--- src/rtl/fma_pkg.sv ---
// fma_pkg: op encodings and default widths shared by the fixed-point FMA pipeline.
package fma_pkg;
    localparam int W_DEF  = 16;
    localparam int MW_DEF = 32;
    typedef enum logic [1:0] {
        OP_ADD  = 2'b00,
        OP_SUB  = 2'b01,
        OP_ACC  = 2'b10,
        OP_LOAD = 2'b11
    } op_e;
endpackage

--- src/rtl/fma_sat_round.sv ---
// fma_sat_round: narrows the exact MW+1-bit sum to MW bits with overflow detect.
// Wraps by default; clamps to the signed MW range when FMA_SAT_EN is defined.
module fma_sat_round #(
    parameter int MW = 32
) (
    input  logic [MW:0]   i_sum,
    output logic [MW-1:0] o_res,
    output logic          o_ovf
);
    assign o_ovf = i_sum[MW] ^ i_sum[MW-1];
`ifdef FMA_SAT_EN
    assign o_res = o_ovf ? (i_sum[MW] ? {1'b1, {(MW-1){1'b0}}} : {1'b0, {(MW-1){1'b1}}})
                         : i_sum[MW-1:0];
`else
    assign o_res = i_sum[MW-1:0];
`endif
endmodule

--- src/rtl/fixed_fma_pipe.sv ---
// fixed_fma_pipe: 3-stage signed multiply-add/accumulate pipeline with backpressure.
// Overflowed results wrap unless FMA_SAT_EN is defined (then they clamp).
module fixed_fma_pipe
    import fma_pkg::*;
#(
    parameter int W  = W_DEF,
    parameter int MW = MW_DEF
) (
    input  logic          clk,
    input  logic          rst_n,
    input  logic          in_valid,
    output logic          in_ready,
    input  logic [W-1:0]  A_input,
    input  logic [W-1:0]  B_input,
    input  logic [MW-1:0] M_input,
    input  logic [1:0]    op,
    output logic          out_valid,
    input  logic          out_ready,
    output logic [MW-1:0] out,
    output logic          ovf,
    output logic          ovf_sticky,
    input  logic          ovf_clr
);
    logic                  w_stall;
    logic                  r_s1_v;
    logic signed [W-1:0]   r_a;
    logic signed [W-1:0]   r_b;
    logic [MW-1:0]         r_s1_m;
    logic [1:0]            r_s1_op;
    logic                  r_s2_v;
    logic signed [2*W-1:0] r_prod;
    logic [MW-1:0]         r_s2_m;
    logic [1:0]            r_s2_op;
    logic [MW-1:0]         r_acc;
    logic [MW:0]           w_p;
    logic [MW:0]           w_m;
    logic [MW:0]           w_acc;
    logic [MW:0]           w_sum;
    logic [MW-1:0]         w_res;
    logic                  w_ovf;

    // One global stall: every stage freezes while the output is blocked.
    assign w_stall  = out_valid && !out_ready;
    assign in_ready = !w_stall;

    always_ff @(posedge clk or negedge rst_n) begin
        if (!rst_n) begin
            r_s1_v  <= 1'b0;
            r_a     <= '0;
            r_b     <= '0;
            r_s1_m  <= '0;
            r_s1_op <= '0;
        end else if (!w_stall) begin
            r_s1_v  <= in_valid;
            r_a     <= $signed(A_input);
            r_b     <= $signed(B_input);
            r_s1_m  <= M_input;
            r_s1_op <= op;
        end
    end

    always_ff @(posedge clk or negedge rst_n) begin
        if (!rst_n) begin
            r_s2_v  <= 1'b0;
            r_prod  <= '0;
            r_s2_m  <= '0;
            r_s2_op <= '0;
        end else if (!w_stall) begin
            r_s2_v  <= r_s1_v;
            r_prod  <= (2*W)'(r_a) * (2*W)'(r_b);
            r_s2_m  <= r_s1_m;
            r_s2_op <= r_s1_op;
        end
    end

    assign w_p   = {{(MW+1-2*W){r_prod[2*W-1]}}, r_prod};
    assign w_m   = {r_s2_m[MW-1], r_s2_m};
    assign w_acc = {r_acc[MW-1], r_acc};
    // acc is written in the same edge the previous result enters S3, so no bypass is needed.
    assign w_sum = (r_s2_op == OP_SUB)  ? w_p - w_m :
                   (r_s2_op == OP_ACC)  ? w_p + w_acc :
                   (r_s2_op == OP_LOAD) ? w_p : w_p + w_m;

    fma_sat_round #(.MW(MW)) u_sat (
        .i_sum(w_sum),
        .o_res(w_res),
        .o_ovf(w_ovf)
    );

    always_ff @(posedge clk or negedge rst_n) begin
        if (!rst_n) begin
            out_valid  <= 1'b0;
            out        <= '0;
            ovf        <= 1'b0;
            r_acc      <= '0;
            ovf_sticky <= 1'b0;
        end else begin
            if (!w_stall) begin
                out_valid <= r_s2_v;
                if (r_s2_v) begin
                    out <= w_res;
                    ovf <= w_ovf;
                    if (r_s2_op == OP_ACC || r_s2_op == OP_LOAD)
                        r_acc <= w_res;
                end
            end
            ovf_sticky <= (out_valid && out_ready && ovf) || (ovf_sticky && !ovf_clr);
        end
    end
endmodule
--- config.mk ---
export PLATFORM = sky130hd
export DESIGN_NAME = fixed_fma_pipe
export DESIGN_NICKNAME = d
export VERILOG_FILES = /design/src/rtl/fma_pkg.sv /design/src/rtl/fma_sat_round.sv /design/src/rtl/fixed_fma_pipe.sv
export SDC_FILE = /design/constraint.sdc
export NUM_CORES = 1
export LEC_CHECK = 0
export ABC_AREA = 1
export CAP_MARGIN = 10
export CORE_MARGIN = 2
export CORE_UTILIZATION = 38
export CTS_CLUSTER_DIAMETER = 80
export DETAILED_ROUTE_END_ITERATION = 8
export DONT_BUFFER_PORTS = 1
export PLACE_DENSITY = 0.6
export SLEW_MARGIN = 20
export SYNTH_ARGS = -nofsm -noshare
export SYNTH_HDL_FRONTEND = slang
export SYNTH_SLANG_ARGS = --single-unit
--- constraint.sdc ---
create_clock -name clk -period 7.9 [get_ports clk]
set_input_delay 1.58 -clock clk [delete_from_list [all_inputs] [get_ports clk]]
set_output_delay 1.58 -clock clk [all_outputs]
set_load 0.005 [all_outputs]
# [Yosys cells after proc, flatten, opt, wreduce, memory -nomap -nowiden]
# Cells that the tools add are included.
[classes] n_addsub=3 mul=1 div_mod_pow=0 order_cmp=0 n_eq_ne=3 shift=0 muxes=3 bitwise=2 reduce_logical=11
[ops] cell="$mux W33" n=3
[ops] cell="$add A32 B32 Y33" n=2
[ops] cell="$sub A32 B32 Y33" n=1
[ops] cell="$mul A16 B16 Y32" n=1
[ops] cell="$eq A2 B2 Y1 const B" n=2
[ops] cell="$logic_and A1 B1 Y1" n=4
[ops] cell="$logic_not A1 Y1" n=3
[ops] cell="$reduce_and A3 Y1" n=1
[ops] cell="$eq A2 B1 Y1 const B" n=1
[ops] cell="$logic_or A1 B1 Y1" n=2
[ops] cell="$reduce_and A2 Y1" n=1
[ops] cell="$not A1 Y1" n=1
[ops] cell="$xor A1 B1 Y1" n=1
[word_totals] reg_bits=201 latch_bits=0 mem_bits_rw=0 mem_bits_ro=0 out_inout_bits=36 wordCells=37 n_memories=0

# [Logic depth before layout (Yosys ltp)]
# Gate-level depths: netlist of run 1.
[depth] ltp_word=5 ltp_mapped=27 ltp_nobuf=25

# [Modules after synthesis]
# Synthesis of run 1 repeated with hierarchy kept, for this count alone.
[unflattened] hier_cells=3734 area_unflattened_um2=25758.5
[by_module_without_submodules] module="fixed_fma_pipe" instances=1 cells_per_inst=3697 area_per_inst_um2=25499.5 seq_area_each_um2=5029.8
[by_module_without_submodules] module="fma_sat_round" instances=1 cells_per_inst=37 area_per_inst_um2=259.0 seq_area_each_um2=0.0

# [Worst setup path after synthesis of run 1]
# OpenSTA, ideal clock, no wires.
[synth_timing] kind="register -> register" startpoint="register r_a[15]" endpoint="register r_prod[31]" arrival_time_ns=5.716 t_required_ns=7.768 path_slack_ns=2.052 stages_incl_launch_ff=22 n_path_buf=2 path_cell_list="dfrtp_1 > clkbuf_1 > clkbuf_1 > nand2_1 > inv_1 > fa_1 > fa_1 > fa_1 > fa_1 > fa_1 > inv_1 > fa_1 > inv_1 > ha_1 > nand2_1 > nor4_1 > nand3_1 > nand3_1 > a21oi_1 > or2_2 > nand3_1 > o21ai_0"
[synth_between] elab_chain_cells=1
[synth_rtl] element="from (decl)" line="fixed_fma_pipe.sv:26" source="logic signed [W-1:0] r_a;"
[synth_rtl] element="from (signal assigned)" line="fixed_fma_pipe.sv:55" source="r_a <= $signed(A_input);"
[synth_rtl] element="$mul A16 B16 Y32" line="fixed_fma_pipe.sv:70" source="r_prod <= (2*W)'(r_a) * (2*W)'(r_b);"
[synth_rtl] element="to (signal assigned)" line="fixed_fma_pipe.sv:70"
[synth_rtl] element="to (decl)" line="fixed_fma_pipe.sv:31" source="logic signed [2*W-1:0] r_prod;"
# Every way passes these cells.
# A chain may end at the register's enable or synchronous reset.

# [Worst setup path in the final report of run 1]
# Same ends and word-level chain as after synthesis.

==> flow_metrics.py, run 1 <==
metrics = {
    "run_status": {
        "outcome": "finished clean",
    },
    "layout": {
        "n_antenna_cell": 0,
        "nNetsFinal": 3860,
        "area_delta_synth_final_pct": 6.687,
        "final_cell_mix": "nand2_1 (998), inv_1 (671), fa_1 (265)",
        "fin_area_um2": 26370,
        "layout_commonest_cell": "nand2_1",
        "final_layout_size_suffix_gt1_share_pct": 4.629,
    },
    "synthesis": {
        "synth_ff_type": "dfrtp_1",
        "synth_cells": 3430,
        "synth_edf_count": 0,
        "ys_types": 55,
        "synth_top_family_by_area": "adder cells",
        "async_reset_ff_share_pct": 100.0,
        "ys_ff_latch": 201,
        "synthAdderAreaFrac_pct": 30.47,
        "synth_xor_area_share_pct": 1.134,
        "synth.avg_cell_area_um2": 7.206,
        "syn_area_um2": 24720,
        "seq_area_frac_synth_pct": 20.35,
        "synth_compound_area_share_pct": 11.01,
        "ys_warn_count": 0,
        "synthSimpleGateAreaFrac_pct": 24.13,
        "syn_nets": 3944,
        "synth.area.mux_share_pct": 0,
    },
    "worst_setup_path": {
        "startpoint": "r_a[15]$_DFFE_PN0N_",
        "worstPathRequired_ns": 8.34,
        "worstPathMaxFanout": 17,
        "end_kind": "flop",
        "crit_path_start_kind": "flop",
        "rr_worst_depth": 19,
        "reg2reg_from": "r_a[15]$_DFFE_PN0N_",
        "cp.arrival_ns": 6.82,
        "reg2reg_to": "r_prod[31]$_DFFE_PN0N_",
        "path_class": "reg -> reg",
        "reg2reg_slack_ns": 1.52,
    },
    "global_route": {
        "grt_pass1_wl_um": 119200,
        "grt_pass1_vias": 21550,
        "grt_max_degree": 202,
        "antenna_found_initial": 1,
        "overflow": 0,
        "gr-usage-all-layers_pct": 22.66,
    },
    "clock_network": {
        "cts_buffers": 30,
        "cts_num_sinks": 201,
        "htreeDepth": 1,
        "clk_pin_slew_worst_paths_ns": 0.06,
        "clk_latency_ns": 0.63,
        "cts_resized": 0,
        "hold_buffers": 0,
        "cts_buffer_depth": 3,
        "cts_tree": "done",
        "root_buffer": "clkbuf_16",
        "cts_setup_buffers": 0,
    },
    "place": {
        "place_area_um2": 25300,
        "dp_hpwl_um": 59880,
        "io_buffers": 0,
        "place_congestion": 0.9385,
    },
    "sta": {
        "finClkSkew_ns": 0.04541,
        "fin_crit_sh_pct": 80.72,
        "slew_violations": 0,
        "fin_setup_tns_ns": 0,
        "hold_viol_final": 0,
        "period_minus_slack_ns": 6.377,
        "max_freq_ghz": 0.1568,
        "max_slew_margin_pct": 45.31,
        "rsz0062_at_grt": "false",
        "setup_violations": 0,
        "worst_pin_slew_ns": 0.8204,
    },
    "drt": {
        "drt_iter0_markers": 1497,
        "vias_per_cell": 5.009,
        "wl_per_cell_um": 17.61,
        "dr.pass1.iters": 7,
        "vias": 21160,
        "antenna_left": 0,
        "drc_errors": 0,
        "totalWireLength_um": 74390,
    },
    "min_path": {
        "worst_hold_path.endpoint": "r_s2_op[1]$_DFFE_PN0N_",
        "hp-start": "r_s1_op[1]$_DFFE_PN0N_",
        "holdPathStages": 2,
        "min_path_type": "reg -> reg",
    },
    "die": {
        "coreArea_um2": 64350,
        "dieArea_um2": 67100,
        "boundaryPins": 107,
        "initial_core_util_pct": 38.41,
        "row_count": 93,
        "die_x_um": 259.0,
        "die_h_um": 259.0,
    },
    "flow_run": {
        "drv_cap": 0,
    },
}
==> area by class of cell <==
cell class              count  area (um^2)
clock buffers              36        803.3
clock inverters            20        269.0
fillers                  6778        37980
inverters                 687         2581
multi-input cells        2411        16500
flip-flops and latches    201         5030
well taps                 855         1070
repair buffers             15        112.6
==> routing by layer <==
layer  up-vias  wire length (um)  GRT usage, %
met5         -                 0             0
met2       520             34720         38.09
met4         0              2421         6.696
li1      10360                 -             -
met1     10170             33230         30.72
met3       112              4013         2.509
==> cell families after synthesis <==
group                    after synthesis
AO/OA/AOI/OAI                        487
adder cells (fa/ha/maj)              443
flip-flops                           201
buffers and inverters                818
XOR/XNOR                              32
AND/OR/NAND/NOR                     1449
==> sequential cells by signal (all words and copies together), names as in the netlist, 2 cells and up <==
signal   cells
out         32
r_a         16
r_acc       32
r_b         16
r_prod      32
r_s1_m      32
r_s1_op      2
r_s2_m      32
r_s2_op      2
==> through the flow <==
stage	util (%)	hold WS, ns	cells	worst slack, ns
6_report	40.98	0.4736	4225	1.523
5_1_grt	40.98	0.4965	4225	0.9875
4_1_cts	40.98	0.4730	4225	1.488
3_5_place_dp	39.31	0.4704	4169	1.513
3_3_place_gp	39.31	0.4662	4169	1.615
2_1_floorplan	-	0.4492	3430	2.052
==> synthesized netlist by cell type (2+ instances only) <==
cell type,number,area [um^2]
a21boi_0,2,15.01
a21o_1,9,67.56
a21oi_1,162,810.8
a21oi_2,16,140.1
a31o_1,2,17.52
a31oi_1,10,62.56
and2_1,3,18.77
and3_1,2,12.51
buf_2,9,45.04
buf_4,5,37.54
buf_6,4,45.04
clkbuf_1,106,397.9
clkbuf_8,6,82.58
dfrtp_1,201,5030
fa_1,265,5305
ha_1,178,2227
inv_1,672,2522
inv_2,15,56.30
nand2_1,998,3746
nand2_2,12,75.07
nand3_1,161,805.8
nand3_2,6,60.06
nand3b_1,8,60.06
nand4_1,15,93.84
nor2_1,178,668.1
nor2_2,6,37.54
nor3_1,22,110.1
nor4_1,7,43.79
nor4_2,2,25.02
o2111ai_1,4,35.03
o211ai_1,6,45.04
o21a_1,8,60.06
o21ai_0,210,1051
o21ai_1,16,80.08
o21ai_2,4,35.03
o21bai_1,26,195.2
o21bai_2,2,22.52
o221ai_1,2,17.52
o31ai_1,2,15.01
or2_0,4,25.02
or2_1,2,12.51
or2_2,19,118.9
xnor2_1,11,96.34
xor2_1,21,183.9
==> worst max-delay path by stage <==
stage | endpoint | slack (ns)
global placement | r_prod[31]$_DFFE_PN0N_ | 1.62
floorplan | r_prod[31]$_DFFE_PN0N_ | 2.05
detailed placement | r_prod[31]$_DFFE_PN0N_ | 1.51
global route | r_prod[31]$_DFFE_PN0N_ | 0.99
CTS | r_prod[31]$_DFFE_PN0N_ | 1.49
finish | r_prod[31]$_DFFE_PN0N_ | 1.52
==> critical path, stage by stage (launching register included) <==
cell and delay (ns):
dfrtp_1 0.68, nand2_1 0.19, inv_1 0.16, fa_1 0.55
fa_1 0.90, fa_1 0.53, fa_1 0.50, fa_1 0.49
inv_1 0.05, fa_1 0.47, inv_1 0.04, ha_1 0.35
nand2_1 0.14, nor4_1 0.38, nand3_1 0.14, nand3_1 0.15
a21oi_1 0.09, or2_2 0.27, nand3_1 0.07, o21ai_0 0.09
Power of run 1 is left out: the tool's default activity adds up to more than one toggle a clock period on the data nets, which glitch-free logic cannot reach.
==> run 2: changes to the inputs <==
- PLACE_DENSITY: 0.6 -> 0.62
- clock period: 7.9 -> 5.7 ns (I/O delays scaled with it)
==> flow_metrics.py, run 2 (same netlist as run 1, synthesis figures left out) <==
metrics = {
    "place": {
        "place_congestion": 0.9495,
        "dp_hpwl_um": 61520,
        "dpl.cell_count": 4302,
        "io_buffers": 0,
    },
    "drt": {
        "drc_errors": 0,
        "dr.pass1.iters": 5,
        "drt_iter0_markers": 1512,
        "vias_per_cell": 4.950,
        "antenna_left": 0,
        "totalWireLength_um": 74730,
        "wl_per_cell_um": 17.09,
        "vias": 21650,
    },
    "global_route": {
        "overflow": 0,
        "grt_max_degree": 202,
        "grt_pass1_wl_um": 119900,
        "grt_pass1_vias": 22010,
        "gr-usage-all-layers_pct": 22.59,
        "antenna_found_initial": 0,
    },
    "layout": {
        "final_cell_mix": "nand2_1 (985), inv_1 (665), fa_1 (252)",
        "final_layout_size_suffix_gt1_share_pct": 11.68,
        "final_util_pct": 43.55,
        "layout_commonest_cell": "nand2_1",
        "nNetsFinal": 4010,
        "stdcell_count": 4373,
        "area_delta_synth_final_pct": 13.38,
        "n_antenna_cell": 0,
    },
    "worst_setup_path": {
        "worstPathRequired_ns": 6.21,
        "end_kind": "flop",
        "worstPathCellList": "buf_6 -> nand2_2 -> inv_2 -> fa_2 -> fa_2 -> buf_6 -> fa_1 -> fa_1 -> fa_1 -> fa_2 -> ha_4 -> buf_4 -> a21o_1 -> a221oi_1 -> nand4_1 -> a31oi_1",
        "worstPathMaxFanout": 6,
        "critPathMaxStageDelay_ns": 0.61,
        "cp_slowest_cell": "fa_2",
        "path_class": "reg -> reg",
        "crit_path_start_kind": "flop",
        "cp.arrival_ns": 6.05,
    },
    "die": {
        "row_count": 93,
        "initial_core_util_pct": 38.41,
        "dieArea_um2": 67100,
        "boundaryPins": 107,
        "die_x_um": 259.0,
        "coreArea_um2": 64350,
        "die_h_um": 259.0,
    },
    "clock_network": {
        "htreeDepth": 1,
        "root_buffer": "clkbuf_16",
        "clk_latency_ns": 0.61,
        "hold_buffers": 0,
        "clk_pin_slew_worst_paths_ns": 0.06,
        "cts_buffers": 30,
        "cts_buffer_depth": 3,
        "cts_num_sinks": 201,
        "cts_tree": "done",
    },
    "sta": {
        "hold_viol_final": 0,
        "max_slew_margin_pct": 47.32,
        "finClkSkew_ns": 0.03296,
        "period_minus_slack_ns": 5.541,
        "setup_violations": 0,
        "rsz0062_at_grt": "true",
        "max_freq_ghz": 0.1805,
        "slew_violations": 0,
        "worst_pin_slew_ns": 0.7902,
        "fin_crit_sh_pct": 97.21,
        "fin_setup_tns_ns": 0,
    },
    "flow_run": {
        "drv_cap": 0,
    },
    "min_path": {
        "min_path_type": "in -> async",
    },
    "run_status": {
        "outcome": "finished clean",
    },
}
run 2: cell count changes in the layout (fill, tap and decap cells not counted), moves of 15 or more:
cell / delta
ha_1: -17
a21oi_1: -15
dfrtp_2: +20
ha_4: +15
buf_4: +138
dfrtp_1: -20
run 2: worst paths after layout:
check | from | endpoint | slack (ns) | cells after the start
setup / recovery | r_a[15]$_DFFE_PN0N_ | r_prod[28]$_DFFE_PN0N_ | 0.16 | 16
hold / removal | rst_n | r_acc[5]$_DFFE_PN0P_ | 0.23 | 0
setup reg to reg | r_a[15]$_DFFE_PN0N_ | r_prod[28]$_DFFE_PN0N_ | 0.16 | 16
hold reg to reg | r_s1_op[1]$_DFFE_PN0N_ | r_s2_op[1]$_DFFE_PN0N_ | 0.48 | 2
max in group asynchronous | rst_n | r_a[12]$_DFFE_PN0N_ | 5.13 | 0
min in group clk | r_s1_op[1]$_DFFE_PN0N_ | r_s2_op[1]$_DFFE_PN0N_ | 0.48 | 2
run 2: stage by stage:
stage | hold WS [ns] | worst slack, ns | instance area (um^2)
floorplan | 0.4492 | 0.02829 | 24720
global placement | 0.4663 | -0.1043 | 26350
detailed placement | 0.4706 | -0.1853 | 26350
CTS | 0.1857 | 0.002118 | 27370
global route | 0.1889 | -0.08564 | 28020
finish | 0.2261 | 0.1588 | 28020
run 2: worst max-delay path: cells and delay by family, from the launching register on:
family,cells,cell delay (ns)
AOI/OAI and AO/OA,3,0.75
adders and majority gates,7,3.52
buffers and inverters,4,0.53
DFF,1,0.47
and+or+nand+nor,2,0.19
run 2: timing repair:
action                     CTS  global route
pin swaps                    1            40
setup endpoints to repair   11            17
buffers inserted             0            17
resized for setup           13           128
run 2: per-layer routing:
| metal | vias up | part of all wire [%] | global-route usage (%) |
|---|---|---|---|
| met1 | 10380 | 45 | 30.48 |
| met4 | 0 | 3.3 | 6.214 |
| met3 | 129 | 4.5 | 2.070 |
| met5 | - | 0 | 0 |
| li1 | 10640 | - | - |
| met2 | 502 | 47 | 38.70 |
run 2: cell type report:
| cell class | instances | area, um^2 |
|---|---|---|
| clock buffer | 34 | 775.7 |
| clock inverter | 20 | 227.7 |
| fill | 6581 | 36320 |
| inverter | 687 | 2581 |
| multi-input combinational | 2411 | 16990 |
| sequential | 201 | 5055 |
| tap | 855 | 1070 |
| timing repair buffer | 165 | 1328 |
Power of run 2 is left out for the same reason.
